## src/rtl/ysyx_22050499_sram_arbiter_if.sv

```systemverilog
// AXI4-Lite channel bundle shared by the IFU, LSU and SRAM sides of the arbiter.
interface ysyx_22050499_sram_arbiter_if #(
    parameter int ADDR_W = 32,
    parameter int DATA_W = 32
);
    logic                  arvalid;
    logic                  arready;
    logic [ADDR_W-1:0]     araddr;
    logic                  rvalid;
    logic                  rready;
    logic [DATA_W-1:0]     rdata;
    logic [1:0]            rresp;
    logic                  awvalid;
    logic                  awready;
    logic [ADDR_W-1:0]     awaddr;
    logic                  wvalid;
    logic                  wready;
    logic [DATA_W-1:0]     wdata;
    logic [DATA_W/8-1:0]   wstrb;
    logic                  bvalid;
    logic                  bready;
    logic [1:0]            bresp;

    modport master (
        output arvalid, araddr, rready, awvalid, awaddr, wvalid, wdata, wstrb, bready,
        input  arready, rvalid, rdata, rresp, awready, wready, bvalid, bresp
    );

    modport slave (
        input  arvalid, araddr, rready, awvalid, awaddr, wvalid, wdata, wstrb, bready,
        output arready, rvalid, rdata, rresp, awready, wready, bvalid, bresp
    );
endinterface

```

## src/rtl/ysyx_22050499_sram_arbiter.sv

```systemverilog
// Two-master (IFU read-only, LSU read/write) AXI4-Lite arbiter in front of the SRAM,
// one outstanding transaction, round-robin on ties, watchdog turning a hung slave into SLVERR.
module ysyx_22050499_sram_arbiter #(
    parameter int ADDR_W  = 32,
    parameter int DATA_W  = 32,
    parameter int TIMEOUT = 255
) (
    input  logic                          clock,
    input  logic                          reset,
    ysyx_22050499_sram_arbiter_if.slave   ifu,
    ysyx_22050499_sram_arbiter_if.slave   lsu,
    ysyx_22050499_sram_arbiter_if.master  s,
    output logic [1:0]                    grant,
    output logic                          timeout_err
);
    typedef enum logic [2:0] {IDLE, IFU_RD, LSU_RD, LSU_WR, ERR} state_t;

    localparam int             WD_W    = $clog2(TIMEOUT + 1);
    localparam logic [WD_W-1:0] WD_LAST = WD_W'(TIMEOUT - 1);

    state_t          r_state;
    logic            r_last_lsu;
    logic            r_err_lsu;
    logic            r_err_wr;
    logic            r_ar_done;
    logic            r_aw_done;
    logic            r_w_done;
    logic [WD_W-1:0] r_wdog;
    logic [1:0]      r_grant;
    logic            r_terr;
    logic            r_live;

    logic w_ifu_req;
    logic w_lsu_req;
    logic w_pick_lsu;
    logic w_done;
    logic w_unused_ifu;

    assign w_ifu_req    = ifu.arvalid;
    assign w_lsu_req    = lsu.arvalid | lsu.awvalid;
    assign w_pick_lsu   = w_lsu_req & (~w_ifu_req | ~r_last_lsu);
    assign grant        = r_grant;
    assign timeout_err  = r_terr;
    assign w_unused_ifu = ^{ifu.awvalid, ifu.awaddr, ifu.wvalid, ifu.wdata, ifu.wstrb, ifu.bready};

    always_comb begin
        ifu.arready = 1'b0;
        ifu.rvalid  = 1'b0;
        ifu.rdata   = {DATA_W{1'b0}};
        ifu.rresp   = 2'b00;
        ifu.awready = 1'b0;
        ifu.wready  = 1'b0;
        ifu.bvalid  = 1'b0;
        ifu.bresp   = 2'b00;
        lsu.arready = 1'b0;
        lsu.rvalid  = 1'b0;
        lsu.rdata   = {DATA_W{1'b0}};
        lsu.rresp   = 2'b00;
        lsu.awready = 1'b0;
        lsu.wready  = 1'b0;
        lsu.bvalid  = 1'b0;
        lsu.bresp   = 2'b00;
        s.arvalid   = 1'b0;
        s.araddr    = {ADDR_W{1'b0}};
        s.rready    = 1'b0;
        s.awvalid   = 1'b0;
        s.awaddr    = lsu.awaddr;
        s.wvalid    = 1'b0;
        s.wdata     = lsu.wdata;
        s.wstrb     = lsu.wstrb;
        s.bready    = 1'b0;
        w_done      = 1'b0;
        case (r_state)
            IDLE: begin
                // Drain stray slave responses; held off while in reset.
                s.rready = r_live;
                s.bready = r_live;
            end
            IFU_RD: begin
                s.arvalid   = ifu.arvalid & ~r_ar_done;
                s.araddr    = ifu.araddr;
                ifu.arready = s.arready & ~r_ar_done;
                ifu.rvalid  = s.rvalid;
                ifu.rdata   = s.rdata;
                ifu.rresp   = s.rresp;
                s.rready    = ifu.rready;
                w_done      = s.rvalid & ifu.rready;
            end
            LSU_RD: begin
                s.arvalid   = lsu.arvalid & ~r_ar_done;
                s.araddr    = lsu.araddr;
                lsu.arready = s.arready & ~r_ar_done;
                lsu.rvalid  = s.rvalid;
                lsu.rdata   = s.rdata;
                lsu.rresp   = s.rresp;
                s.rready    = lsu.rready;
                w_done      = s.rvalid & lsu.rready;
            end
            LSU_WR: begin
                s.awvalid   = lsu.awvalid & ~r_aw_done;
                lsu.awready = s.awready & ~r_aw_done;
                s.wvalid    = lsu.wvalid & ~r_w_done;
                lsu.wready  = s.wready & ~r_w_done;
                lsu.bvalid  = s.bvalid;
                lsu.bresp   = s.bresp;
                s.bready    = lsu.bready;
                w_done      = s.bvalid & lsu.bready;
            end
            ERR: begin
                s.rready = r_live;
                s.bready = r_live;
                // Un-accepted address/data beats are retired by the pending ready.
                if (r_err_wr) begin
                    lsu.bvalid  = 1'b1;
                    lsu.bresp   = 2'b10;
                    lsu.awready = ~r_aw_done;
                    lsu.wready  = ~r_w_done;
                    w_done      = lsu.bready;
                end else if (r_err_lsu) begin
                    lsu.rvalid  = 1'b1;
                    lsu.rresp   = 2'b10;
                    lsu.arready = ~r_ar_done;
                    w_done      = lsu.rready;
                end else begin
                    ifu.rvalid  = 1'b1;
                    ifu.rresp   = 2'b10;
                    ifu.arready = ~r_ar_done;
                    w_done      = ifu.rready;
                end
            end
            default: ;
        endcase
    end

    always_ff @(posedge clock or negedge reset) begin
        if (!reset) begin
            r_state    <= IDLE;
            r_last_lsu <= 1'b0;
            r_err_lsu  <= 1'b0;
            r_err_wr   <= 1'b0;
            r_ar_done  <= 1'b0;
            r_aw_done  <= 1'b0;
            r_w_done   <= 1'b0;
            r_wdog     <= '0;
            r_grant    <= 2'b00;
            r_terr     <= 1'b0;
            r_live     <= 1'b0;
        end else begin
            r_terr <= 1'b0;
            r_live <= 1'b1;
            case (r_state)
                IDLE: begin
                    if (w_ifu_req | w_lsu_req) begin
                        r_ar_done <= 1'b0;
                        r_aw_done <= 1'b0;
                        r_w_done  <= 1'b0;
                        r_wdog    <= '0;
                        if (w_pick_lsu) begin
                            r_state <= lsu.awvalid ? LSU_WR : LSU_RD;
                            r_grant <= 2'b10;
                        end else begin
                            r_state <= IFU_RD;
                            r_grant <= 2'b01;
                        end
                    end
                end
                IFU_RD, LSU_RD, LSU_WR: begin
                    r_wdog <= r_wdog + WD_W'(1);
                    if (s.arvalid & s.arready) r_ar_done <= 1'b1;
                    if (s.awvalid & s.awready) r_aw_done <= 1'b1;
                    if (s.wvalid & s.wready)   r_w_done  <= 1'b1;
                    // A response completing on the last watchdog cycle still wins.
                    if (w_done) begin
                        r_state    <= IDLE;
                        r_grant    <= 2'b00;
                        r_last_lsu <= (r_state != IFU_RD);
                    end else if (r_wdog == WD_LAST) begin
                        r_state   <= ERR;
                        r_terr    <= 1'b1;
                        r_err_lsu <= (r_state != IFU_RD);
                        r_err_wr  <= (r_state == LSU_WR);
                    end
                end
                ERR: begin
                    r_ar_done <= 1'b1;
                    r_aw_done <= 1'b1;
                    r_w_done  <= 1'b1;
                    if (w_done) begin
                        r_state    <= IDLE;
                        r_grant    <= 2'b00;
                        r_last_lsu <= r_err_lsu;
                    end
                end
                default: r_state <= IDLE;
            endcase
        end
    end
endmodule

```

## src/flat_wrapper.sv

```systemverilog
// flat-port wrapper written by rule: the top's interface ports become plain ports
module ysyx_22050499_sram_arbiter_flat 
#(
    parameter int ADDR_W  = 32,
    parameter int DATA_W  = 32,
    parameter int TIMEOUT = 255
)
  (clock, reset, grant, timeout_err, ifu_arvalid, ifu_araddr, ifu_rready, ifu_awvalid, ifu_awaddr, ifu_wvalid, ifu_wdata, ifu_wstrb, ifu_bready, ifu_arready, ifu_rvalid, ifu_rdata, ifu_rresp, ifu_awready, ifu_wready, ifu_bvalid, ifu_bresp, lsu_arvalid, lsu_araddr, lsu_rready, lsu_awvalid, lsu_awaddr, lsu_wvalid, lsu_wdata, lsu_wstrb, lsu_bready, lsu_arready, lsu_rvalid, lsu_rdata, lsu_rresp, lsu_awready, lsu_wready, lsu_bvalid, lsu_bresp, s_arvalid, s_araddr, s_rready, s_awvalid, s_awaddr, s_wvalid, s_wdata, s_wstrb, s_bready, s_arready, s_rvalid, s_rdata, s_rresp, s_awready, s_wready, s_bvalid, s_bresp);
  ysyx_22050499_sram_arbiter_if #(.ADDR_W(ADDR_W), .DATA_W(DATA_W)) ifu_i ();
  ysyx_22050499_sram_arbiter_if #(.ADDR_W(ADDR_W), .DATA_W(DATA_W)) lsu_i ();
  ysyx_22050499_sram_arbiter_if #(.ADDR_W(ADDR_W), .DATA_W(DATA_W)) s_i ();
  input  logic clock;
  input  logic reset;
  output logic [1:0] grant;
  output logic timeout_err;
  input wire logic [$bits(ifu_i.arvalid)-1:0] ifu_arvalid;
  input wire logic [$bits(ifu_i.araddr)-1:0] ifu_araddr;
  input wire logic [$bits(ifu_i.rready)-1:0] ifu_rready;
  input wire logic [$bits(ifu_i.awvalid)-1:0] ifu_awvalid;
  input wire logic [$bits(ifu_i.awaddr)-1:0] ifu_awaddr;
  input wire logic [$bits(ifu_i.wvalid)-1:0] ifu_wvalid;
  input wire logic [$bits(ifu_i.wdata)-1:0] ifu_wdata;
  input wire logic [$bits(ifu_i.wstrb)-1:0] ifu_wstrb;
  input wire logic [$bits(ifu_i.bready)-1:0] ifu_bready;
  output wire logic [$bits(ifu_i.arready)-1:0] ifu_arready;
  output wire logic [$bits(ifu_i.rvalid)-1:0] ifu_rvalid;
  output wire logic [$bits(ifu_i.rdata)-1:0] ifu_rdata;
  output wire logic [$bits(ifu_i.rresp)-1:0] ifu_rresp;
  output wire logic [$bits(ifu_i.awready)-1:0] ifu_awready;
  output wire logic [$bits(ifu_i.wready)-1:0] ifu_wready;
  output wire logic [$bits(ifu_i.bvalid)-1:0] ifu_bvalid;
  output wire logic [$bits(ifu_i.bresp)-1:0] ifu_bresp;
  input wire logic [$bits(lsu_i.arvalid)-1:0] lsu_arvalid;
  input wire logic [$bits(lsu_i.araddr)-1:0] lsu_araddr;
  input wire logic [$bits(lsu_i.rready)-1:0] lsu_rready;
  input wire logic [$bits(lsu_i.awvalid)-1:0] lsu_awvalid;
  input wire logic [$bits(lsu_i.awaddr)-1:0] lsu_awaddr;
  input wire logic [$bits(lsu_i.wvalid)-1:0] lsu_wvalid;
  input wire logic [$bits(lsu_i.wdata)-1:0] lsu_wdata;
  input wire logic [$bits(lsu_i.wstrb)-1:0] lsu_wstrb;
  input wire logic [$bits(lsu_i.bready)-1:0] lsu_bready;
  output wire logic [$bits(lsu_i.arready)-1:0] lsu_arready;
  output wire logic [$bits(lsu_i.rvalid)-1:0] lsu_rvalid;
  output wire logic [$bits(lsu_i.rdata)-1:0] lsu_rdata;
  output wire logic [$bits(lsu_i.rresp)-1:0] lsu_rresp;
  output wire logic [$bits(lsu_i.awready)-1:0] lsu_awready;
  output wire logic [$bits(lsu_i.wready)-1:0] lsu_wready;
  output wire logic [$bits(lsu_i.bvalid)-1:0] lsu_bvalid;
  output wire logic [$bits(lsu_i.bresp)-1:0] lsu_bresp;
  output wire logic [$bits(s_i.arvalid)-1:0] s_arvalid;
  output wire logic [$bits(s_i.araddr)-1:0] s_araddr;
  output wire logic [$bits(s_i.rready)-1:0] s_rready;
  output wire logic [$bits(s_i.awvalid)-1:0] s_awvalid;
  output wire logic [$bits(s_i.awaddr)-1:0] s_awaddr;
  output wire logic [$bits(s_i.wvalid)-1:0] s_wvalid;
  output wire logic [$bits(s_i.wdata)-1:0] s_wdata;
  output wire logic [$bits(s_i.wstrb)-1:0] s_wstrb;
  output wire logic [$bits(s_i.bready)-1:0] s_bready;
  input wire logic [$bits(s_i.arready)-1:0] s_arready;
  input wire logic [$bits(s_i.rvalid)-1:0] s_rvalid;
  input wire logic [$bits(s_i.rdata)-1:0] s_rdata;
  input wire logic [$bits(s_i.rresp)-1:0] s_rresp;
  input wire logic [$bits(s_i.awready)-1:0] s_awready;
  input wire logic [$bits(s_i.wready)-1:0] s_wready;
  input wire logic [$bits(s_i.bvalid)-1:0] s_bvalid;
  input wire logic [$bits(s_i.bresp)-1:0] s_bresp;
  assign ifu_i.arvalid = ifu_arvalid;
  assign ifu_i.araddr = ifu_araddr;
  assign ifu_i.rready = ifu_rready;
  assign ifu_i.awvalid = ifu_awvalid;
  assign ifu_i.awaddr = ifu_awaddr;
  assign ifu_i.wvalid = ifu_wvalid;
  assign ifu_i.wdata = ifu_wdata;
  assign ifu_i.wstrb = ifu_wstrb;
  assign ifu_i.bready = ifu_bready;
  assign ifu_arready = ifu_i.arready;
  assign ifu_rvalid = ifu_i.rvalid;
  assign ifu_rdata = ifu_i.rdata;
  assign ifu_rresp = ifu_i.rresp;
  assign ifu_awready = ifu_i.awready;
  assign ifu_wready = ifu_i.wready;
  assign ifu_bvalid = ifu_i.bvalid;
  assign ifu_bresp = ifu_i.bresp;
  assign lsu_i.arvalid = lsu_arvalid;
  assign lsu_i.araddr = lsu_araddr;
  assign lsu_i.rready = lsu_rready;
  assign lsu_i.awvalid = lsu_awvalid;
  assign lsu_i.awaddr = lsu_awaddr;
  assign lsu_i.wvalid = lsu_wvalid;
  assign lsu_i.wdata = lsu_wdata;
  assign lsu_i.wstrb = lsu_wstrb;
  assign lsu_i.bready = lsu_bready;
  assign lsu_arready = lsu_i.arready;
  assign lsu_rvalid = lsu_i.rvalid;
  assign lsu_rdata = lsu_i.rdata;
  assign lsu_rresp = lsu_i.rresp;
  assign lsu_awready = lsu_i.awready;
  assign lsu_wready = lsu_i.wready;
  assign lsu_bvalid = lsu_i.bvalid;
  assign lsu_bresp = lsu_i.bresp;
  assign s_arvalid = s_i.arvalid;
  assign s_araddr = s_i.araddr;
  assign s_rready = s_i.rready;
  assign s_awvalid = s_i.awvalid;
  assign s_awaddr = s_i.awaddr;
  assign s_wvalid = s_i.wvalid;
  assign s_wdata = s_i.wdata;
  assign s_wstrb = s_i.wstrb;
  assign s_bready = s_i.bready;
  assign s_i.arready = s_arready;
  assign s_i.rvalid = s_rvalid;
  assign s_i.rdata = s_rdata;
  assign s_i.rresp = s_rresp;
  assign s_i.awready = s_awready;
  assign s_i.wready = s_wready;
  assign s_i.bvalid = s_bvalid;
  assign s_i.bresp = s_bresp;
  ysyx_22050499_sram_arbiter #(.ADDR_W(ADDR_W), .DATA_W(DATA_W), .TIMEOUT(TIMEOUT)) u_core (.clock(clock), .reset(reset), .ifu(ifu_i), .lsu(lsu_i), .s(s_i), .grant(grant), .timeout_err(timeout_err));
endmodule
```

## config.mk

```make
export PLATFORM = sky130hd
export DESIGN_NAME = ysyx_22050499_sram_arbiter_flat
export DESIGN_NICKNAME = d
export VERILOG_FILES = /design/src/rtl/ysyx_22050499_sram_arbiter_if.sv /design/src/rtl/ysyx_22050499_sram_arbiter.sv /design/src/flat_wrapper.sv
export SDC_FILE = /design/constraint.sdc
export NUM_CORES = 1
export LEC_CHECK = 0
export ABC_CLOCK_PERIOD_IN_PS = 2250
export BUFFER_PORTS_ARGS = -buffer_cell sky130_fd_sc_hd__buf_2
export CAP_MARGIN = 20
export CORE_AREA = 2 2 171 173
export CTS_BUF_LIST = sky130_fd_sc_hd__clkbuf_8
export DETAILED_ROUTE_END_ITERATION = 10
export DIE_AREA = 0 0 173 175
export MAX_ROUTING_LAYER = met4
export RECOVER_POWER = 25
export SYNTH_ARGS = -nofsm -noshare
export SYNTH_HDL_FRONTEND = slang
export SYNTH_SLANG_ARGS = --single-unit
```

## constraint.sdc

```tcl
create_clock -name clock -period 2.25 [get_ports clock]
set_clock_uncertainty 0.05 [all_clocks]
set_input_delay 0 -clock clock [delete_from_list [all_inputs] [get_ports clock]]
set_output_delay 0 -clock clock [all_outputs]
set_load 0.01 [all_outputs]
```

# Yosys cells after proc, flatten, opt, wreduce, memory -nomap -nowiden
# Cells that the tools add are included.
[word_totals]
ff_bits = 21
input_bits = 253
out_inout_bits = 190
[classes]
reduce_logical = 16
n_eq_ne = 14
addsub = 1
mux = 63
n_bitwise = 23
[op_table]
columns = ["operator", "count"]
rows = [
  ["32-bit 2-to-1 mux", 2],
  ["32-bit case mux with 2 select lines", 1],
  ["1-bit 2-to-1 mux", 25],
  ["3-bit AND reduction", 7],
  ["1-bit case mux with 2 select lines", 10],
  ["2-bit 2-to-1 mux", 8],
  ["2-bit case mux with 2 select lines", 4],
  ["8-bit case mux with 2 select lines", 1],
  ["3-bit 2-to-1 mux", 5],
  ["1-bit AND", 14],
  ["2-bit by 1-bit inequality test with 1-bit output, second input constant", 7],
  ["1-bit case mux with 3 select lines", 4],
  ["3-bit case mux with 3 select lines", 1],
  ["8-bit by 1-bit adder with 8-bit output, second input constant", 1],
  ["8-bit equality test, second input constant", 1],
  ["8-bit 2-to-1 mux", 1],
  ["3-bit by 2-bit equality test with 1-bit output, second input constant", 2],
  ["3-bit by 1-bit inequality test with 1-bit output, second input constant", 2],
  ["1-bit inverter", 6],
  ["2-bit nonzero test", 3],
  ["1-bit case mux with 4 select lines", 1],
  ["4-bit OR reduction", 1],
  ["3-bit by 1-bit equality test with 1-bit output, second input constant", 1],
  ["3-bit equality test, second input constant", 1],
  ["other kinds (6)", 8],
]

# Depth between registers and ports, before layout
[logic_depth]
depth_word = 6
mapped_depth = 7

# Least setup slack after synthesis
# Ideal clock, no wire load.
[synth_timing]
path_type = "register -> register"
from = "reg u_core.r_state[1]"
to = "reg u_core.r_err_wr"
n_path_buf = 2
path_stages_with_launch = 8
setup_time_ns = 0.125
setup_slack_ns = 0.409
t_arrival_ns = 1.666
path_cell_list = "dfrtp_1 > buf_6 > or3b_1 > buf_2 > nor3_2 > a221o_4 > nor2_4 > mux2_4"
[synth_via]
elab_chain_cells = 4
[synth_lines]
columns = ["element", "line", "text"]
rows = [
  ["start: declaration", "ysyx_22050499_sram_arbiter.sv:21", "state_t r_state;"],
  ["start signal: assignment", "ysyx_22050499_sram_arbiter.sv:159", "r_state <= lsu.awvalid ? LSU_WR : LSU_RD;"],
  ["3-bit equality test, or another cell as far along", "ysyx_22050499_sram_arbiter.sv:73", "case (r_state)"],
  ["1-bit case mux with 4 select lines", "ysyx_22050499_sram_arbiter.sv:73", ""],
  ["1-bit inverter (no source line)", "--", ""],
  ["3-bit AND reduction (no source line)", "--", ""],
  ["end signal: assignment", "ysyx_22050499_sram_arbiter.sv:181", "r_err_wr <= (r_state == LSU_WR);"],
  ["end: declaration", "ysyx_22050499_sram_arbiter.sv:24", "logic r_err_wr;"],
]
# Several ways; a longest one is shown, not always the timed one.
# A chain may end at the register's enable or synchronous reset.

# Worst setup path after layout
[layout_timing]
from = "reg u_core.r_state[1]"
to = "out lsu_arready"
[layout_via]
elab_chain_cells = 2
[layout_lines]
columns = ["element", "line", "text"]
rows = [
  ["3-bit equality test or 3-bit by 2-bit equality test with 1-bit output (tied branches)", "ysyx_22050499_sram_arbiter.sv:73", ""],
  ["1-bit case mux with 2 select lines (*)", "ysyx_22050499_sram_arbiter.sv:73", ""],
  ["end: declaration", "flat_wrapper.sv:42", "output wire logic [$bits(lsu_i.arready)-1:0] lsu_arready;"],
]
# Mark *: on every way between the ends. The rest lies on a longest branch, timed or not.

==> impl_metrics.json <==
{
  "routabilityCongestion": 0.742,
  "dieArea_mm2": 0.0303,
  "grt_pass1_vias": 2867,
  "crit_path_top_delay_cell": "or3b_1",
  "fin_crit_ns": 2.09,
  "powerDensity_mw_per_mm2": 848,
  "netlist_instances": 328,
  "period_share_pct": 93.1,
  "fin_nets": 811,
  "first_pass_iters": 4,
  "die_w_um": 173,
  "rr_endpoint": "u_core.r_err_wr$_DFFE_PN0P_",
  "status": "finished, final reports clean",
  "max_slew_margin_pct": 51.7,
  "synth_compound_area_share_pct": 19.6,
  "grt_pass1_wl_mm": 17.4,
  "top_register": "u_core.r_wdog",
  "ys_types": 42,
  "drive_above_1_share_pct": 45.8,
  "portBuffers": 230,
  "clk_root_buffer_cell": "clkbuf_8",
  "rsz0062_at_grt": "false",
  "yosysWarnings": 0,
  "worstPathCellList": "or3b_1 > or3_4 > a21oi_1 > buf_2",
  "syn_to_final_growth_pct": 74.1,
  "tns_ns": 0,
  "hold_path.class": "primary input to flip-flop",
  "coreArea_mm2": 0.0284,
  "synth_top_family_by_area": "simple AND/OR/NAND/NOR gates",
  "cts-buffers-inserted": 3,
  "ioPinCount": 443,
  "yosys.area_share.adder_pct": 0.981,
  "clk_latency_ns": 0.26,
  "final_util_pct": 15.6,
  "syn_area_mm2": 0.00255,
  "rows": 62,
  "antenna_found_initial": 1,
  "die_h_um": 175,
  "drtIter0Drc": 149,
  "start_kind": "flip-flop",
  "synth_simple_gate_area_share_pct": 28.6,
  "hold_end": "u_core.r_aw_done$_DFFE_PN0P_",
  "vias_per_cell": 3.31,
  "holdPathStages": 3,
  "peakVddDrop_mv": 0.337,
  "cts_tree": "built",
  "path_max_fanout": 9,
  "h-tree-depth": 1,
  "drc": 0,
  "routed_wl_mm": 12.4,
  "path_class": "flip-flop to output pin",
  "cellLeakagePower_nw": 2.31,
  "vias": 3115,
  "r2r_cells": 5,
  "path_clk_slew_ns": 0.08,
  "clock.fmax_ghz": 0.478,
  "start_util_pct": 8.99,
  "worstMarginPinSlew_ns": 0.719,
  "r2r_start": "u_core.r_state[1]$_DFFE_PN0P_",
  "syn_avg_cell_area_um2": 7.78,
  "drv_cap": 0,
  "ant_nets": 0,
  "yosysSeqAreaShare_pct": 20.6,
  "wire_per_inst_um": 13.2,
  "worstPathRequired_ns": 2.20,
  "largest_reg_flops": 8,
  "ys_seq_elements": 21,
  "grt_max_degree": 70,
  "cts_sinks": 21,
  "arrival_ns": 2.04,
  "synth.area.mux_share_pct": 2.99,
  "setup_viol": 0,
  "dp_hpwl_mm": 9.83,
  "gr-total-overflow": 0,
  "cts_buffer_depth": 2,
  "drv_slew": 0,
  "grt_usage_pct": 7.54,
  "cp-end-kind": "output pin",
  "cp_slowest_stage_delay_ns": 0.52,
  "synth_xor_area_share_pct": 1.37,
  "r2r_slack_ns": 0.27,
  "hold_viol": 0,
  "min_from": "s_awready"
}
==> final cells by class <==
cell class / count / area, um^2
fillers: 3268 / 24000
repair buffers: 311 / 1960
multi-input cells: 214 / 1410
flip-flops and latches: 21 / 526
well taps: 384 / 480
clock buffers: 3 / 41.3
inverters: 5 / 18.8
clock inverters: 1 / 3.75
diodes: 1 / 2.50
==> where the power goes <==
| part | total [mW] | internal (mW) | switching [mW] |
|---|---|---|---|
| logic | 2.93 | 1.31 | 1.62 |
| registers | 0.585 | 0.478 | 0.107 |
| clock network | 0.252 | 0.122 | 0.130 |
==> cell families after synthesis <==
group | Yosys count
AND/OR/NAND/NOR | 130
buffers and inverters | 97
AO/OA/AOI/OAI | 65
flip-flops | 21
multiplexers | 7
XOR/XNOR | 4
adder cells (fa/ha/maj) | 2
other | 2
==> placed cells by master, fill, tap and decap left out, types with 2 or more instances in the layout <==
master,count
mux2i_1,5
and3_1,3
a31oi_1,3
nand2b_1,5
nor3_1,5
conb_1,6
nand2_1,21
nand4_1,3
nor2_4,3
buf_2,230
nor2_1,14
dfrtp_1,21
inv_1,6
a21oi_1,7
xor2_1,3
buf_12,2
dlygate4sd3_1,70
ha_1,2
a22o_1,33
clkbuf_8,3
buf_4,9
o21ai_0,7
nor2b_1,3
o22ai_1,4
a21o_1,3
and2_1,67
==> stage by stage <==
stage | area [um^2] | instances | setup slack [ns] | power (mW) | hold WS [ns]
after global placement | 3690 | 865 | 0.290 | 3.38 | -0.0499
after floorplan | 2570 | 332 | 0.409 | 2.30 | -0.346
final | 4440 | 940 | 0.156 | 3.77 | 0.0128
after CTS | 4430 | 939 | 0.00646 | 3.81 | 0.0143
after detailed placement | 3690 | 865 | 0.284 | 3.40 | -0.0499
after global routing | 4440 | 940 | 0.0397 | 4.07 | 0.0471
==> synth_stat cells, drive strengths merged <==
cell	instances	area share, %
a211oi	1	0.29
a21o	3	0.88
a21oi	7	1.4
a221o	1	0.83
a22o	33	11
a22oi	1	0.29
a31o	2	0.69
a31oi	3	0.74
and2	67	16
and3	3	0.74
buf	79	23
clkbuf	13	1.9
conb	2	0.29
dfrtp	21	21
ha	2	0.98
inv	5	0.74
mux2	2	1.0
mux2i	5	2.0
nand2	21	3.1
nand2b	5	1.2
nand3	1	0.20
nand4	3	0.74
nor2	17	2.8
nor2b	3	0.74
nor3	6	1.4
o21ai	9	1.9
o22ai	4	0.98
o31ai	1	0.29
or2	1	0.25
or3	1	0.25
or3b	1	0.34
or4bb	1	0.44
xnor2	1	0.34
xor2	3	1.0
==> repair_timing <==
action                                  CTS  global route
endpoints found under the setup margin    0             1
endpoints found under the hold margin    90             0
resized for setup                         0             1
setup buffers                             0             0
hold buffers                             70             0
==> metal layers <==
metal | vias to the layer above | wire [um] | part of all wire (%) | global-route usage, %
met5 | - | 0 | 0 | -
met4 | 0 | 65 | 0.52 | 1.09
met3 | 4 | 979 | 7.9 | 1.78
met2 | 187 | 6140 | 49 | 12.3
met1 | 1439 | 5260 | 42 | 9.72
li1 | 1485 | - | - | -
==> critical path: cells and delay by family, from the launching register on <==
family,cells,cell delay [ns]
AO/OA/AOI/OAI,1,0.16
buffers and inverters,1,0.17
AND/OR/NAND/NOR,2,0.95
flip-flops,1,0.49
==> how the worst max path moves through the flow <==
stage / start / to / slack, ns / cells past startpoint
after floorplan: u_core.r_state[1]$_DFFE_PN0P_ / u_core.r_err_wr$_DFFE_PN0P_ / 0.41 / 7
after global placement: u_core.r_state[1]$_DFFE_PN0P_ / u_core.r_err_wr$_DFFE_PN0P_ / 0.29 / 5
after detailed placement: u_core.r_state[1]$_DFFE_PN0P_ / u_core.r_err_wr$_DFFE_PN0P_ / 0.28 / 5
after CTS: u_core.r_state[1]$_DFFE_PN0P_ / lsu_arready / 0.006 / 4
after global routing: u_core.r_state[1]$_DFFE_PN0P_ / lsu_arready / 0.04 / 4
final: u_core.r_state[1]$_DFFE_PN0P_ / lsu_arready / 0.16 / 4
Power figures use the tool's default switching activity.
